<file path="src/rtl/pipe_pkg.sv">
// Shared definitions for the pipeline stage registers: handshake state encoding,
// per-stage bubble payloads and an occupancy helper.
package pipe_pkg;

  typedef enum logic [1:0] {
    EMPTY = 2'd0,
    FULL  = 2'd1,
    SKID  = 2'd2
  } stage_state_e;

  // Bubble payloads; IF/ID carries {pc, instr} with instr = addi x0,x0,0.
  localparam logic [63:0] IF_ID_NOP  = {32'h0000_0000, 32'h0000_0013};
  localparam logic [63:0] ID_EX_NOP  = 64'h0000_0000_0000_0000;
  localparam logic [63:0] EX_MEM_NOP = 64'h0000_0000_0000_0000;
  localparam logic [63:0] MEM_WB_NOP = 64'h0000_0000_0000_0000;

  function automatic logic [1:0] state_occ(input stage_state_e st);
    logic [1:0] occ;
    case (st)
      EMPTY:   occ = 2'd0;
      FULL:    occ = 2'd1;
      SKID:    occ = 2'd2;
      default: occ = 2'd0;
    endcase
    return occ;
  endfunction

endpackage

</file>
<file path="src/rtl/pipe_stage_skid.sv">
// Pipeline stage register with valid/ready handshake, two-entry skid buffer and
// synchronous flush that reloads a configurable bubble payload.
module pipe_stage_skid
  import pipe_pkg::*;
#(
  parameter int unsigned        DATA_W    = 64,
  parameter logic [DATA_W-1:0]  FLUSH_VAL = {DATA_W{1'b0}}
) (
  input  logic              clk_i,
  input  logic              rst_i,
  input  logic              flush_i,
  input  logic              in_valid_i,
  output logic              in_ready_o,
  input  logic [DATA_W-1:0] in_data_i,
  output logic              out_valid_o,
  input  logic              out_ready_i,
  output logic [DATA_W-1:0] out_data_o,
  output logic [1:0]        occ_o
);

  stage_state_e      state_r;
  stage_state_e      state_s;
  logic [DATA_W-1:0] main_r;
  logic [DATA_W-1:0] main_s;
  logic [DATA_W-1:0] skid_r;
  logic [DATA_W-1:0] skid_s;
  logic              in_ready_r;
  logic              out_valid_r;
  logic [1:0]        occ_r;
  logic              in_fire_s;
  logic              out_fire_s;

  assign in_fire_s  = in_valid_i & in_ready_r;
  assign out_fire_s = out_valid_r & out_ready_i;

  // Next-state and storage update; flush overrides the handshake.
  always_comb begin
    state_s = state_r;
    main_s  = main_r;
    skid_s  = skid_r;
    if (flush_i) begin
      state_s = EMPTY;
      main_s  = FLUSH_VAL;
    end else begin
      case (state_r)
        EMPTY: begin
          if (in_fire_s) begin
            state_s = FULL;
            main_s  = in_data_i;
          end else begin
            state_s = EMPTY;
          end
        end
        FULL: begin
          if (in_fire_s && out_fire_s) begin
            state_s = FULL;
            main_s  = in_data_i;
          end else if (in_fire_s) begin
            state_s = SKID;
            skid_s  = in_data_i;
          end else if (out_fire_s) begin
            state_s = EMPTY;
          end else begin
            state_s = FULL;
          end
        end
        SKID: begin
          // in_ready is low here, so only the drain side can move.
          if (out_fire_s) begin
            state_s = FULL;
            main_s  = skid_r;
          end else begin
            state_s = SKID;
          end
        end
        default: begin
          state_s = EMPTY;
          main_s  = FLUSH_VAL;
        end
      endcase
    end
  end

  // State, storage and registered handshake outputs.
  always_ff @(posedge clk_i) begin
    if (rst_i) begin
      state_r     <= EMPTY;
      main_r      <= FLUSH_VAL;
      skid_r      <= FLUSH_VAL;
      in_ready_r  <= 1'b1;
      out_valid_r <= 1'b0;
      occ_r       <= 2'd0;
    end else begin
      state_r     <= state_s;
      main_r      <= main_s;
      skid_r      <= skid_s;
      in_ready_r  <= (state_s != SKID);
      out_valid_r <= (state_s != EMPTY);
      occ_r       <= state_occ(state_s);
    end
  end

  assign in_ready_o  = in_ready_r;
  assign out_valid_o = out_valid_r;
  assign out_data_o  = main_r;
  assign occ_o       = occ_r;

endmodule

</file>
<file path="config.mk">
export PLATFORM = sky130hd
export DESIGN_NAME = pipe_stage_skid
export DESIGN_NICKNAME = d
export VERILOG_FILES = /design/src/rtl/pipe_pkg.sv /design/src/rtl/pipe_stage_skid.sv
export SDC_FILE = /design/constraint.sdc
export NUM_CORES = 1
export LEC_CHECK = 0
export ABC_CLOCK_PERIOD_IN_PS = 1760
export BUFFER_PORTS_ARGS = -buffer_cell sky130_fd_sc_hd__buf_4
export CORE_AREA = 2 2 142 179
export CTS_BUF_LIST = sky130_fd_sc_hd__clkbuf_4 sky130_fd_sc_hd__clkbuf_8
export DETAILED_ROUTE_END_ITERATION = 10
export DIE_AREA = 0 0 144 181
export GPL_ROUTABILITY_DRIVEN = 0
export PLACE_DENSITY_LB_ADDON = 0.2
export SLEW_MARGIN = 20
export SYNTH_ARGS = -nofsm -noshare
export SYNTH_HDL_FRONTEND = slang
export SYNTH_SLANG_ARGS = --single-unit
export TNS_END_PERCENT = 5
</file>
<file path="constraint.sdc">
create_clock -name clk_i -period 1.76 [get_ports clk_i]
set_clock_uncertainty 0.1 [all_clocks]
set_input_delay 0.176 -clock clk_i [delete_from_list [all_inputs] [get_ports clk_i]]
set_output_delay 0.176 -clock clk_i [all_outputs]
set_load 0.02 [all_outputs]
</file>
==> impl_metrics.toml <==
[synth]
syn_area_um2 = 6260
synth_area_leaders = "dfxtp_1 (43%), a211oi_2 (12%), a21oi_1 (10%), mux2i_1 (10%), nand2_1 (7.9%)"
ys_types = 23
yosys.area.top_type_share = 0.429
yosys_warnings = 0
netlist_instances = 669
synth-seq-area-share = 0.429
syn_nets = 738
ys_seq_elements = 134
avgSynthCellArea_um2 = 9.35
yosys.area.top_type = "dfxtp_1"

[clocking]
clockBufferDepth = 2
tritoncts = "built"
numCtsBuffers = 17
h-tree-depth = 4
clk_latency_ps = 440
numClockSinks = 134
root_buffer = "clkbuf_8"
cts.reportedPaths.clkPinSlew_ps = 70

[routing]
wl_per_cell_um = 15.6
totalWireLength_um = 18600
viasPerCell = 4.44
drt_iter0_markers = 148
ant_nets = 0
first_pass_iters = 6
vias = 5285
drc = 0

[power]
powerDensity_nw_per_um2 = 828
p_leak_nw = 3.19
peakVddDrop_uv = 440

[cells_and_area]
fill_cells = 2542
syn2layout_area_growth_pct = 37.7
multi_input_area_um2 = 3130
drive_above_1_share = 0.304
seq_area_um2 = 2690
final_util = 0.355
fin_nets = 918

[min_path]
hold_depth = 4
holdPathEnd = "occ_o[1]"
hold_class = "in -> reg"
hp-start = "in_valid_i"

[critical_path]
crit_chain = "nand4b_4 > or3_2 > buf_12 > nand2_1 > a21oi_1"
crit_path_max_incr_delay_ps = 470
cp-start-kind = "flop"
endpoint_kind = "flop"
crit_arrival_ps = 1850
r2r_cells = 5
r2r_end = "skid_r[7]"
slowest_stage = "or3_2"
r2r_setup_slack_ps = 100
r2r-start = "state_r[1]"
crit_type = "reg -> reg"
path_max_fanout = 46
crit_buf_inv = 1
cp.required_ps = 1940
cp_top_family = "simple AND/OR/NAND/NOR gates"

[grt]
grt_antenna_before_repair = 2
track_usage = 0.146
grt_max_degree = 65
first_global_vias = 5478
grt-ovfl-total = 0
grt_pass1_wl_um = 29500

[sta]
max_slew_margin = 0.452
maxSlewViolCount = 0
finalSetupViolCount = 0
setup_tns_ps = 0
hold_viol_final = 0
fin_ws_ps = 98.5
rsz0062_at_grt = "false"
clock.fmax_mhz = 602
fin_crit_ps = 1660
finalCritPeriodShare = 0.944
worst_slew_pin_slew_ps = 822

[place]
hpwl_um = 11700
pre_cts_slack_ps = 105
io_buffer_count = 136

[die]
start_util = 0.258
dieArea_um2 = 26100
fp.dieH_um = 181
io_pins = 137
core_um2 = 24300
die_x_um = 144
fp-row-count = 64

[job]
drv_cap = 0

[run_status]
outcome = "complete, no violations"
cells in the mapped netlist:
master / number
nand2_1: 131
dfxtp_1: 134
clkbuf_4: 1
o221ai_1: 1
mux2i_1: 64
a21o_1: 2
or3_1: 2
a21oi_1: 129
buf_6: 22
inv_1: 1
a211oi_1: 6
nor2b_1: 66
or2_2: 1
a211oi_2: 60
clkbuf_1: 21
nand4b_4: 1
buf_2: 13
mux2_2: 1
and2_1: 2
nand2b_1: 2
nor3_4: 1
buf_4: 7
nand2b_4: 1
worst max path at each step:
stage	end	cells after the start	slack [ps]	from
2_1_floorplan	out_data_o[0]	6	150	in_ready_o
3_3_place_gp	out_data_o[12]	5	120	state_r[0]
3_5_place_dp	skid_r[7]	5	110	state_r[1]
4_1_cts	skid_r[31]	5	100	state_r[1]
5_1_grt	out_data_o[61]	5	10	in_ready_o
6_report	skid_r[7]	5	100	state_r[1]
placed cells by master, fill, tap and decap left out, drive strengths merged, types with 2 or more instances in the layout:
| master | synthesis | routed |
|---|---|---|
| buf | 42 | 161 |
| dfxtp | 134 | 134 |
| nand2 | 131 | 131 |
| a21oi | 129 | 129 |
| nor2b | 66 | 66 |
| a211oi | 66 | 66 |
| mux2i | 64 | 64 |
| dlygate4sd3 | 0 | 64 |
| clkbuf | 22 | 26 |
| bufinv | 0 | 3 |
| nand2b | 3 | 3 |
| diode | 0 | 2 |
| and2 | 2 | 2 |
| a21o | 2 | 2 |
| or3 | 2 | 2 |
what timing repair did:
item	4_1_cts	5_1_grt
hold buffers	64	0
gates resized for setup	0	1
setup endpoints to repair	0	16
setup buffers	0	0
endpoints found under the hold margin	86	0
state kept, by name, indices dropped and copies added (netlist names):
register,flops
out_data_o,64
occ_o,2
skid_r,64
out_valid_o,1
state_r,2
in_ready_o,1
cell type report:
| class | count | share of cell area |
|---|---|---|
| clock buffer | 26 | 0.0386 |
| antenna | 2 | 0.000581 |
| timing repair buffer | 225 | 0.227 |
| clock inverter | 3 | 0.0105 |
| multi-input combinational | 470 | 0.363 |
| inverter | 1 | 0.000436 |
| tap | 330 | 0.0479 |
| sequential | 134 | 0.312 |
logic make-up after synthesis:
logic type	synth area share
AND/OR/NAND/NOR	0.160
AO/OA/AOI/OAI	0.234
flip-flops	0.429
multiplexers	0.104
buffers and inverters	0.0728
metrics by stage:
stage	hold slack, ps	total power, mW	cells	cell area (um^2)
after floorplan	212	3.87	669	6260
after global placement	337	4.29	1096	7540
after detailed placement	342	4.30	1096	7540
after CTS	51.2	7.25	1189	8610
after global routing	80.7	7.46	1191	8610
final	90.9	7.13	1191	8610
power breakdown:
part / internal [mW] / switching (mW) / total (mW) / leakage, nW
Combinational: 0.519 / 0.616 / 1.14 / 1.88
Clock: 1.64 / 1.17 / 2.81 / 0.219
Sequential: 3.13 / 0.0574 / 3.19 / 1.09
Total: 5.28 / 1.84 / 7.13 / 3.19
layer usage:
metal	track usage	routed length [um]
met2	0.254	9210
met3	0.0355	703
met4	0.0416	218
met5	0	0
met1	0.176	8470
tightest hold or removal path, cell delays in order:
cell	delay, ps
buf_4	120
nand4b_4	90
buf_4	120
a211oi_1	70
Note: power is estimated with default switching activity, not from simulation.
